===== src/rtl/alu.sv =====
// 8-bit sequential ALU with Z/C/N/V status flags. Single-cycle ops finish in one
// clock; MUL is an unsigned shift-add unit behind a start/busy/done handshake.
module alu #(
  parameter int DATA_BUS_WIDTH = 8
) (
  input  logic                      clock,
  input  logic                      reset,
  input  logic                      start,
  input  logic [3:0]                op,
  input  logic [DATA_BUS_WIDTH-1:0] operand_a,
  input  logic [DATA_BUS_WIDTH-1:0] operand_b,
  output logic [DATA_BUS_WIDTH-1:0] result,
  output logic [DATA_BUS_WIDTH-1:0] result_high,
  output logic                      busy,
  output logic                      done,
  output logic                      flag_z,
  output logic                      flag_c,
  output logic                      flag_n,
  output logic                      flag_v
);

  localparam int W  = DATA_BUS_WIDTH;
  localparam int CW = (W > 1) ? $clog2(W) : 1;
  localparam logic [CW-1:0] LAST_ITER = CW'(W - 1);

  localparam logic signed [W:0] S_MAX = {2'b00, {(W-1){1'b1}}};
  localparam logic signed [W:0] S_MIN = {2'b11, {(W-1){1'b0}}};

  localparam logic [1:0] ST_IDLE = 2'd0;
  localparam logic [1:0] ST_MUL  = 2'd1;
  localparam logic [1:0] ST_DONE = 2'd2;

  localparam logic [3:0] OP_ADD = 4'h0;
  localparam logic [3:0] OP_ADC = 4'h1;
  localparam logic [3:0] OP_SUB = 4'h2;
  localparam logic [3:0] OP_SBC = 4'h3;
  localparam logic [3:0] OP_AND = 4'h4;
  localparam logic [3:0] OP_OR  = 4'h5;
  localparam logic [3:0] OP_XOR = 4'h6;
  localparam logic [3:0] OP_NOT = 4'h7;
  localparam logic [3:0] OP_SHL = 4'h8;
  localparam logic [3:0] OP_SHR = 4'h9;
  localparam logic [3:0] OP_ROL = 4'hA;
  localparam logic [3:0] OP_ROR = 4'hB;
  localparam logic [3:0] OP_INC = 4'hC;
  localparam logic [3:0] OP_DEC = 4'hD;
  localparam logic [3:0] OP_CMP = 4'hE;
  localparam logic [3:0] OP_MUL = 4'hF;

  logic [1:0]     state;
  logic [2*W-1:0] mcand;
  logic [2*W-1:0] acc;
  logic [2*W-1:0] acc_nxt;
  logic [W-1:0]   mplier;
  logic [CW-1:0]  cnt;

  logic [W-1:0]          arith_b;
  logic                  arith_cin;
  logic                  arith_sub;
  logic [W:0]            u_r;
  logic signed [W:0]     s_a;
  logic signed [W:0]     s_b;
  logic signed [W:0]     s_cin;
  logic signed [W:0]     s_r;
  logic [W-1:0]          res_c;
  logic                  c_c;
  logic                  v_c;
  logic                  wr_res;

  // INC/DEC reuse the adder with a constant one; ADC/SBC feed the old carry in.
  always_comb begin
    arith_b   = operand_b;
    arith_cin = 1'b0;
    arith_sub = 1'b0;
    case (op)
      OP_ADC:         arith_cin = flag_c;
      OP_SUB, OP_CMP: arith_sub = 1'b1;
      OP_SBC: begin
        arith_sub = 1'b1;
        arith_cin = flag_c;
      end
      OP_INC: arith_b = {{(W-1){1'b0}}, 1'b1};
      OP_DEC: begin
        arith_b   = {{(W-1){1'b0}}, 1'b1};
        arith_sub = 1'b1;
      end
      default: ;
    endcase
  end

  assign u_r   = arith_sub ? ({1'b0, operand_a} - {1'b0, arith_b} - {{W{1'b0}}, arith_cin})
                           : ({1'b0, operand_a} + {1'b0, arith_b} + {{W{1'b0}}, arith_cin});
  assign s_a   = {operand_a[W-1], operand_a};
  assign s_b   = {arith_b[W-1], arith_b};
  assign s_cin = {{W{1'b0}}, arith_cin};
  assign s_r   = arith_sub ? (s_a - s_b - s_cin) : (s_a + s_b + s_cin);

  // Bit W of the unsigned sum is carry on add and borrow on subtract.
  always_comb begin
    res_c  = u_r[W-1:0];
    c_c    = u_r[W];
    v_c    = (s_r > S_MAX) || (s_r < S_MIN);
    wr_res = 1'b1;
    case (op)
      OP_ADD, OP_ADC, OP_SUB, OP_SBC, OP_INC, OP_DEC: ;
      OP_AND: begin res_c = operand_a & operand_b; c_c = flag_c; v_c = 1'b0; end
      OP_OR:  begin res_c = operand_a | operand_b; c_c = flag_c; v_c = 1'b0; end
      OP_XOR: begin res_c = operand_a ^ operand_b; c_c = flag_c; v_c = 1'b0; end
      OP_NOT: begin res_c = ~operand_a;            c_c = flag_c; v_c = 1'b0; end
      OP_SHL: begin res_c = {operand_a[W-2:0], 1'b0};   c_c = operand_a[W-1]; v_c = 1'b0; end
      OP_SHR: begin res_c = {1'b0, operand_a[W-1:1]};   c_c = operand_a[0];   v_c = 1'b0; end
      OP_ROL: begin res_c = {operand_a[W-2:0], flag_c}; c_c = operand_a[W-1]; v_c = 1'b0; end
      OP_ROR: begin res_c = {flag_c, operand_a[W-1:1]}; c_c = operand_a[0];   v_c = 1'b0; end
      OP_CMP: wr_res = 1'b0;
      default: ;
    endcase
  end

  assign acc_nxt = acc + (mplier[0] ? mcand : {(2*W){1'b0}});

  always_ff @(posedge clock or negedge reset) begin
    if (!reset) begin
      state       <= ST_IDLE;
      result      <= '0;
      result_high <= '0;
      flag_z      <= 1'b0;
      flag_c      <= 1'b0;
      flag_n      <= 1'b0;
      flag_v      <= 1'b0;
      mcand       <= '0;
      mplier      <= '0;
      acc         <= '0;
      cnt         <= '0;
    end else begin
      case (state)
        ST_IDLE: begin
          if (start) begin
            if (op == OP_MUL) begin
              mcand  <= {{W{1'b0}}, operand_a};
              mplier <= operand_b;
              acc    <= '0;
              cnt    <= '0;
              state  <= ST_MUL;
            end else begin
              if (wr_res) begin
                result      <= res_c;
                result_high <= '0;
              end
              flag_z <= (res_c == '0);
              flag_n <= res_c[W-1];
              flag_c <= c_c;
              flag_v <= v_c;
              state  <= ST_DONE;
            end
          end
        end
        // One partial product per edge; the last iteration publishes acc_nxt directly.
        ST_MUL: begin
          acc    <= acc_nxt;
          mcand  <= mcand << 1;
          mplier <= mplier >> 1;
          cnt    <= cnt + 1'b1;
          if (cnt == LAST_ITER) begin
            result      <= acc_nxt[W-1:0];
            result_high <= acc_nxt[2*W-1:W];
            flag_z      <= (acc_nxt == '0);
            flag_c      <= (acc_nxt[2*W-1:W] != '0);
            flag_n      <= acc_nxt[W-1];
            flag_v      <= 1'b0;
            state       <= ST_DONE;
          end
        end
        ST_DONE: state <= ST_IDLE;
        default: state <= ST_IDLE;
      endcase
    end
  end

  assign busy = (state != ST_IDLE);
  assign done = (state == ST_DONE);

endmodule


===== config.mk =====
export PLATFORM = sky130hd
export DESIGN_NAME = alu
export DESIGN_NICKNAME = d
export VERILOG_FILES = /design/src/rtl/alu.sv
export SDC_FILE = /design/constraint.sdc
export NUM_CORES = 1
export LEC_CHECK = 0
export BUFFER_PORTS_ARGS = -buffer_cell sky130_fd_sc_hd__buf_2
export CORE_ASPECT_RATIO = 0.7
export CORE_MARGIN = 5
export CORE_UTILIZATION = 44
export CTS_CLUSTER_DIAMETER = 80
export CTS_CLUSTER_SIZE = 14
export DETAILED_ROUTE_END_ITERATION = 8
export PLACE_DENSITY = 0.62
export SLEW_MARGIN = 20
export SYNTH_ARGS = -nofsm -noshare
export SYNTH_HDL_FRONTEND = slang
export SYNTH_SLANG_ARGS = --single-unit

===== constraint.sdc =====
create_clock -name clock -period 4.95 [get_ports clock]
set_clock_uncertainty 0.1 [all_clocks]
set_input_delay 0.99 -clock clock [delete_from_list [all_inputs] [get_ports clock]]
set_output_delay 0.99 -clock clock [all_outputs]
set_load 0.01 [all_outputs]

==> flow_summary.yaml, run 1 <==
die:
  initial_utilization: 0.4537
  num_rows: 33
  die_area_mm2: 0.01457
  core_area_mm2: 0.01185
  pin_count: 45
  die_h_um: 102.5
  die_w_um: 142.1
logic_synthesis:
  synth_compound_area_frac: 0.2250
  synthAdderAreaFrac: 0.1582
  netlist_area_mm2: 0.005376
  synthFlopType: "dfrtp_1"
  synthMuxAreaShare: 0.04980
  ys_seq_area_frac: 0.3025
  synth_edf_count: 0
  syn_inst: 618
  synth_warnings: 0
  synth_top_family_by_area: "compound AO/OA/AOI/OAI gates"
  syn_nets: 706
  synth.avg_cell_area_um2: 8.700
  synthDistinctLibCells: 74
  synth-async-reset-ratio: 1.000
  synth-xor-area-share: 0.04236
  ys_ff_latch: 65
  synth-simple-area-share: 0.1666
clock_tree:
  cts_resized: 0
  htreeDepth: 3
  clock_latency_ps: 330
  clock_path_buffers: 2
  cts_made_buffers: 9
  cts_tree: "done"
  ctsHoldBuffers: 0
  postCtsSetupBuffers: 0
  clkSlewWorstSetupHoldPaths_ps: 50
  clk_root_buffer_cell: "clkbuf_16"
  clock-sinks: 65
layout:
  drive_gt1_frac: 0.1413
  area_delta_synth_final_pct: 13.01
  stdcell_count: 815
  utilization: 0.5127
  multi_input_area_mm2: 0.003457
  fin_area_mm2: 0.006076
  seq_area_mm2: 0.001627
  fillCellCount: 1126
  nets: 741
  diodes: 0
worst_setup_path:
  crit_top_cell: "ha_1"
  crit-reg2reg-launch: "mplier[0]"
  timing.rr.end: "flag_c"
  endpoint_kind: "register"
  path_max_fanout: 22
  reg2reg_slack_ps: 1490
  critical_path_class: "input pin to register"
  required_ps: 5110
  startpoint_type: "input pin"
  max_stage_delay_ps: 420
  cp_cell_sequence: "buf_2, and2b_2, nor2_1, ha_1, inv_1, ha_1, nor4b_1, a211oi_1, xnor2_1, nor3_1, a221o_1, nor4_1, a32oi_1, o21ai_1"
  critPathSlowestCell: "a211oi_1"
  crit_family: "simple AND/OR/NAND/NOR gates"
  cp.arrival_ps: 4140
  worstRegToRegCells: 11
  path_buf_inv: 2
global_routing:
  grt_util_met2: 0.2979
  grtUsageTotal: 0.2166
  grt_pass1_wl_um: 24700
  grt_pass1_vias: 4491
  busiest_layer: "met1"
  grt_remaining_overflow: 0
  met1_usage: 0.3416
  grt_use_met3: 0.06221
  grt_antenna_before_repair: 0
  grt_max_degree: 60
placed_design:
  io_buffers: 44
  place_area_mm2: 0.005722
  dp_hpwl_um: 11750
  pre_cts_ws_ps: 668.3
  placed_cells: 799
  gp_congestion: 0.9966
pwr:
  power.share.clock: 0.297
  swShare: 0.3711
  power_switching_mw: 0.9361
  leakage_nw: 2.981
  max-vdd-ir-drop_uv: 237.0
  pwr-share-seq: 0.327
  internal_power_mw: 1.586
  pwr-share-comb: 0.375
  power_density_mw_per_mm2: 415.1
worst_hold_path:
  worstHoldPathType: "register to register"
  hold_path_end: "mplier[1]"
  min_from: "mplier[1]"
  holdPathStages: 2
sta:
  setup_slack_ps: 963.2
  finalSetupViolCount: 0
  finalCritPeriodShare: 0.8054
  fin_crit_ps: 3987
  max_freq_mhz: 250.8
  tns_ps: 0
  tightest_slew_ps: 849.1
  rsz0062_at_grt: "no"
  timing.slew.headroom: 0.4322
  hold_violations: 0
  drv_slew: 0
drt:
  drtIter0Drc: 499
  ant_nets: 0
  drtPass1Iterations: 5
  vias_per_cell: 5.742
  postRouteWirelength_um: 15090
  drc: 0
  vias: 4680
  avgRoutedWirePerCell_um: 18.52
run_status:
  status: "finished, final reports clean"
run:
  cap_violations: 0
## cell usage after synthesis, types with 3 or more instances
master	instances	area (um^2)
a211oi_1	4	30.03
a21o_1	9	67.56
a21oi_1	44	220.2
a21oi_2	3	26.28
a22o_1	17	148.9
and2_1	16	100.1
buf_2	4	20.02
clkbuf_1	16	60.06
dfrtp_1	65	1627
fa_1	5	100.1
ha_1	60	750.7
inv_1	47	176.4
mux2_2	3	33.78
mux2i_1	11	110.1
mux4_2	5	112.6
nand2_1	72	270.3
nand2b_1	3	18.77
nand3_1	9	45.04
nand4_1	4	25.02
nor2_1	47	176.4
nor2b_1	9	56.30
nor3_1	9	45.04
o211ai_1	4	30.03
o21a_1	3	22.52
o21ai_0	34	170.2
o21ai_1	11	55.05
o21bai_1	4	30.03
o221ai_1	3	26.28
o31ai_1	14	105.1
xnor2_1	18	157.7
xor2_1	8	70.07
## placed cells by master (no fill, tap or decap), drive strengths merged, types with 3 or more instances in the layout
master  count
nor2b       9
a211oi      5
nand2      73
bufinv      3
nand2b      4
buf        49
o211ai      6
clkbuf     10
mux2        4
xor2        8
o221ai      3
o21ai      46
a21oi      47
nor3        9
nor2       48
o21a        3
nand4       4
xnor2      18
o21bai      4
a21o       10
inv        49
mux2i      11
ha         60
dfrtp      65
o31ai      14
a21boi      4
nand3      10
and2       16
fa          5
mux4        5
a22o       17
## metal layers
metal / vias up / share of wire
met2: 173 / 0.39
met1: 2248 / 0.50
met5: - / 0
met3: 6 / 0.098
li1: 2253 / -
met4: 0 / 0.0033
## registers in the layout, indices dropped and copies added, names as in the netlist, 2 cells and up
| signal | cells |
|---|---|
| acc | 16 |
| mcand | 16 |
| mplier | 8 |
| result | 8 |
| result_high | 8 |
| cnt | 3 |
| state | 2 |
## how the worst max path moves through the flow
stage	from	to	slack [ps]	cells past startpoint
6_report	op[1]	flag_z	960	14
2_1_floorplan	op[0]	result[6]	1010	14
3_5_place_dp	op[1]	flag_z	670	14
3_3_place_gp	op[1]	flag_z	790	14
5_1_grt	op[1]	flag_n	650	14
4_1_cts	op[1]	flag_z	1010	14
## power by group through the flow
stage / clock [mW] / combinational (mW) / sequential [mW]
after global routing: 0.789 / 1.06 / 0.848
after global placement: 0 / 0.917 / 0.820
after CTS: 0.762 / 0.939 / 0.825
final: 0.750 / 0.946 / 0.826
after floorplan: 0 / 0.678 / 0.800
after detailed placement: 0 / 0.935 / 0.830
## logic make-up (layout without fill, tap and decap cells)
logic type,count (synthesis),after routing
multiplexers,20,20
buffers and inverters,74,114
adder cells (fa/ha/maj),65,65
AO/OA/AOI/OAI,180,180
XOR/XNOR,26,26
flip-flops,65,65
AND/OR/NAND/NOR,188,188
## through the flow
| stage | hold WS, ps | total power [mW] |
|---|---|---|
| after floorplan | 348.8 | 1.478 |
| after global placement | 356.5 | 1.737 |
| after detailed placement | 371.5 | 1.765 |
| after CTS | 383.4 | 2.526 |
| after global routing | 414.1 | 2.698 |
| final | 377.7 | 2.522 |
## area by class of cell
type / count / share of cell area
Multi-Input combinational cell: 479 / 0.5690
Sequential cell: 65 / 0.2677
Timing Repair Buffer: 49 / 0.04242
Clock buffer: 10 / 0.03933
Tap cell: 157 / 0.03233
Inverter: 49 / 0.03027
Clock inverter: 6 / 0.01895
## tightest hold or removal path: stages (launching register included)
cell     delay (ps)
dfrtp_1         340
nand2_1          50
o21ai_0          60
(Power assumes the default switching activity.)
==> run 2: changes to the inputs <==
clock period = 3.7 ns   (was 4.95 ns; I/O delays follow)
==> run 2 against run 1 <==
  * Via count grew 0.85%
  * Clock-buffer cell count shrank 1
  * Setup slack lost 830 ps
  * Power grew 33%
==> flow_summary.yaml, run 2 (same netlist as run 1, synthesis figures left out) <==
die:
  core_area_mm2: 0.01185
  initial_utilization: 0.4537
  die_h_um: 102.5
  num_rows: 33
  die_w_um: 142.1
  pin_count: 45
  die_area_mm2: 0.01457
clock_tree:
  clock-sinks: 65
  clock_path_buffers: 2
  clk_root_buffer_cell: "clkbuf_16"
  htreeDepth: 3
  clkSlewWorstSetupHoldPaths_ps: 60
  cts_made_buffers: 9
  cts_tree: "done"
  clock_latency_ps: 320
global_routing:
  grt_max_degree: 60
  grt_remaining_overflow: 0
  grtUsageTotal: 0.2113
  grt_pass1_wl_um: 24180
  grt_pass1_vias: 4631
  grt_antenna_before_repair: 0
run:
  cap_violations: 0
sta:
  hold_violations: 0
  timing.slew.headroom: 0.3737
  rsz0062_at_grt: "no"
  finalSetupViolCount: 0
  finalCritPeriodShare: 0.9640
  tns_ps: 0
  drv_slew: 0
  tightest_slew_ps: 939.4
  fin_crit_ps: 3567
  max_freq_mhz: 280.4
drt:
  postRouteWirelength_um: 14780
  vias_per_cell: 5.501
  drtIter0Drc: 273
  drtPass1Iterations: 5
  ant_nets: 0
  drc: 0
  vias: 4720
  avgRoutedWirePerCell_um: 17.23
layout:
  seq_area_mm2: 0.001627
  reg.largest.list: "acc x16, mcand x16"
  diodes: 0
  drive_gt1_frac: 0.1954
  utilization: 0.5376
  stdcell_count: 858
  multi_input_area_mm2: 0.003463
  mostFrequentLayoutCell: "nand2_1"
  mostFrequentLayoutCells: "72 x nand2_1, 65 x dfrtp_1, 60 x ha_1, 48 x buf_4"
  area_delta_synth_final_pct: 18.50
  fillCellCount: 1095
  nets: 784
worst_setup_path:
  startpoint_type: "input pin"
  crit_family: "simple AND/OR/NAND/NOR gates"
  path_buf_inv: 3
  cp_cell_sequence: "buf_2, ha_1, and2b_2, nor2_1, ha_1, inv_1, ha_1, nor4b_2, a211oi_1, buf_4, xnor2_1, nor3_1, a221o_1, nor4_1, a32oi_1, o21ai_1"
  critPathSlowestCell: "a211oi_1"
  endpoint_kind: "register"
  cp.arrival_ps: 3710
  max_stage_delay_ps: 310
  critical_path_class: "input pin to register"
  path_max_fanout: 6
  crit_top_cell: "ha_1"
  required_ps: 3850
run_status:
  status: "finished, final reports clean"
pwr:
  max-vdd-ir-drop_uv: 324.7
  power_density_mw_per_mm2: 528.3
  leakage_nw: 3.175
placed_design:
  placed_cells: 842
  dp_hpwl_um: 11950
  io_buffers: 44
  gp_congestion: 0.9750
worst_hold_path:
  worstHoldPathType: "input pin to asynchronous set/reset pin"
-- run 2: changes by cell type in the layout (fill, tap and decap cells not counted) --
| cell | before | now |
|---|---|---|
| bufinv_16 | 3 | 2 |
| nor4b_1 | 1 | 0 |
| clkinv_2 | 0 | 2 |
| nor4b_2 | 1 | 2 |
| buf_4 | 5 | 48 |
| clkbuf_8 | 1 | 0 |
-- run 2: worst paths after layout --
path | from | endpoint | slack (ps) | cells after the start
worst max-delay path | op[2] | flag_z | 130 | 16
worst min-delay path | reset | result_high[2] | 320 | 1
worst min register to register | result_high[6] | result_high[6] | 370 | 2
max in group asynchronous | reset | mcand[6] | 2380 | 2
worst max register to register | mcand[0] | flag_c | 410 | 11
min in group clock | result_high[6] | result_high[6] | 370 | 2
-- run 2: final cells by class --
cell class	count	share of cell area
multi-input cells	479	0.5436
flip-flops and latches	65	0.2553
repair buffers	92	0.09112
clock buffers	9	0.03535
well taps	157	0.03083
inverters	49	0.02887
clock inverters	7	0.01493
-- run 2: timing repair --
item                       4_1_cts  5_1_grt
hold buffers                     0        0
setup buffers                    0        0
setup endpoints to repair        0        2
gates resized for setup          0        1
-- run 2: routing by layer --
layer  vias up  GRT usage  wire, um
met5         -          0         0
met4         0    0.02729        58
met3         7    0.07063      1256
met2       136     0.2987      5772
met1      2237     0.3202      7693
li1       2340          -         -
-- run 2: metrics by stage --
step / cell area (um^2) / total power [mW] / setup slack (ps) / hold WS, ps
6_report: 6371 / 3.366 / 133.3 / 315.0
5_1_grt: 6371 / 3.609 / 19.67 / 358.1
4_1_cts: 6365 / 3.373 / 220.1 / 328.8
3_5_place_dp: 6045 / 2.450 / -88.79 / 361.7
3_3_place_gp: 6045 / 2.415 / -31.01 / 356.2
2_1_floorplan: 5376 / 1.978 / 11.40 / 344.4
-- run 2: where the power goes --
group | leakage (nW) | switching, mW | internal, mW | total, mW
Clock | 0.155 | 0.318 | 0.589 | 0.907
Sequential | 0.848 | 0.152 | 0.931 | 1.08
Combinational | 2.17 | 0.780 | 0.596 | 1.38
==> run 3: changes to the inputs <==
BUFFER_PORTS_ARGS = -buffer_cell sky130_fd_sc_hd__clkbuf_2   (was -buffer_cell sky130_fd_sc_hd__buf_2)
CELL_PAD_IN_SITES_DETAIL_PLACEMENT = 1   (was not set)
CELL_PAD_IN_SITES_GLOBAL_PLACEMENT = 1   (was not set)
PLACE_DENSITY = 0.77   (was 0.62)
==> run 3 against run 2 <==
  * Routed wire length grew 20%
  * Sequential cell count is the same
  * Final cell count shrank 0.35%
  * Hold slack gained 59 ps
  * Global-route usage grew 4.4 points
  * Critical endpoint unchanged
  * Largest power group unchanged
==> flow_summary.yaml, run 3 (same netlist as run 1, synthesis figures left out) <==
worst_setup_path:
  worstRegToRegCells: 11
  cp_cell_sequence: "clkbuf_2, ha_2, and2b_2, nor2_1, ha_1, inv_1, ha_1, nor4b_1, a211oi_1, buf_4, xnor2_1, nor3_1, a221o_1, nor4_1, a32oi_1, o21ai_1"
  crit_family: "simple AND/OR/NAND/NOR gates"
  critPathSlowestCell: "nor4b_1"
  crit_cells: 16
  critical_path_class: "input pin to register"
  crit_top_cell: "ha_1"
  reg2reg_slack_ps: 390
  startpoint_type: "input pin"
  required_ps: 3850
  crit-reg2reg-launch: "mcand[0]"
  path_max_fanout: 6
  timing.rr.end: "flag_c"
  cp.arrival_ps: 3760
  max_stage_delay_ps: 350
  path_buf_inv: 3
  endpoint_kind: "register"
sta:
  setup_slack_ps: 98.25
  max_freq_mhz: 277.6
  hold_violations: 0
  timing.slew.headroom: 0.4360
  fin_crit_ps: 3602
  finalSetupViolCount: 0
  drv_slew: 0
  finalCritPeriodShare: 0.9734
  rsz0062_at_grt: "no"
  tns_ps: 0
  tightest_slew_ps: 846.0
  fin_hold_ws_ps: 373.6
clock_tree:
  cts_tree: "done"
  clock_path_buffers: 2
  clock-sinks: 65
  clock_latency_ps: 330
  clkSlewWorstSetupHoldPaths_ps: 60
  cts_made_buffers: 9
  ctsHoldBuffers: 0
  htreeDepth: 3
  clk_root_buffer_cell: "clkbuf_16"
layout:
  seq_area_mm2: 0.001627
  drive_gt1_frac: 0.1963
  nets: 781
  fin_area_mm2: 0.006356
  reg.largest.list: "acc x16, mcand x16"
  multi_input_area_mm2: 0.003471
  utilization: 0.5364
  fillCellCount: 1438
  mostFrequentLayoutCell: "nand2_1"
  diodes: 0
  area_delta_synth_final_pct: 18.22
  stdcell_count: 855
  mostFrequentLayoutCells: "72 x nand2_1, 65 x dfrtp_1, 59 x ha_1, 47 x inv_1, 47 x nor2_1"
drt:
  drtIter0Drc: 264
  ant_nets: 0
  drc: 0
  postRouteWirelength_um: 17700
  vias_per_cell: 5.861
  vias: 5011
  drtPass1Iterations: 5
  avgRoutedWirePerCell_um: 20.70
worst_hold_path:
  holdPathStages: 2
  hold_path_end: "result_high[4]"
  min_from: "result_high[4]"
  worstHoldPathType: "register to register"
pwr:
  internal_power_mw: 2.119
  max-vdd-ir-drop_uv: 255.9
  leakage_nw: 3.153
  power.share.clock: 0.266
  power_switching_mw: 1.338
  pwr-share-seq: 0.318
  pwr-share-comb: 0.416
  p_total_mw: 3.457
  swShare: 0.3871
  power_density_mw_per_mm2: 543.9
die:
  initial_utilization: 0.4537
  core_area_mm2: 0.01185
  die_w_um: 142.1
  die_h_um: 102.5
  die_area_mm2: 0.01457
  pin_count: 45
  num_rows: 33
placed_design:
  place_area_mm2: 0.006022
  dp_hpwl_um: 13780
  gp_congestion: 0.9883
  io_buffers: 44
  pre_cts_ws_ps: -110.5
  placed_cells: 839
global_routing:
  grt_pass1_wl_um: 28800
  grt_max_degree: 66
  grt_pass1_vias: 5194
  grt_antenna_before_repair: 0
  grt_remaining_overflow: 0
  grtUsageTotal: 0.2553
run_status:
  status: "finished, final reports clean"
run:
  cap_violations: 0
-- run 3: cell types whose count changed in the layout (fill, tap and decap cells not counted), sizes merged --
cell    change
clkbuf     +43
buf        -46
-- run 3: area by class of cell --
class / count / area share
clock inverters: 7 / 0.01496
multi-input cells: 479 / 0.5461
inverters: 49 / 0.02894
repair buffers: 89 / 0.08780
clock buffers: 9 / 0.03543
well taps: 157 / 0.03091
flip-flops and latches: 65 / 0.2559
-- run 3: how the worst max path moves through the flow --
stage | from | endpoint | slack (ps)
floorplan | op[0] | result[6] | 10
global placement | op[2] | flag_n | 60
detailed placement | op[2] | flag_z | -110
CTS | op[2] | flag_z | 200
global route | op[2] | flag_z | 9
finish | op[2] | flag_z | 100
-- run 3: power by group through the flow --
stage | registers, mW | clock network (mW) | logic [mW]
2_1_floorplan | 1.07 | 0 | 0.907
3_3_place_gp | 1.08 | 0 | 1.33
3_5_place_dp | 1.10 | 0 | 1.40
4_1_cts | 1.10 | 0.937 | 1.42
5_1_grt | 1.13 | 0.974 | 1.59
6_report | 1.10 | 0.919 | 1.44
-- run 3: what timing repair did --
| action | 4_1_cts | 5_1_grt |
|---|---|---|
| setup buffers | 0 | 0 |
| endpoints found under the setup margin | 0 | 2 |
| gates resized for setup | 0 | 4 |
-- run 3: layer usage --
metal	wire length [um]	vias up	global-route usage	part of all wire
met1	8789	2514	0.3772	0.50
li1	-	2334	-	-
met4	205	0	0.05236	0.012
met3	1131	16	0.05659	0.064
met2	7570	147	0.3846	0.43
met5	0	-	0	0
-- run 3: tightest hold or removal path: stages, from the launching register on --
cell and delay [ps]:
dfrtp_1 340, nand2_1 50, o31ai_1 50
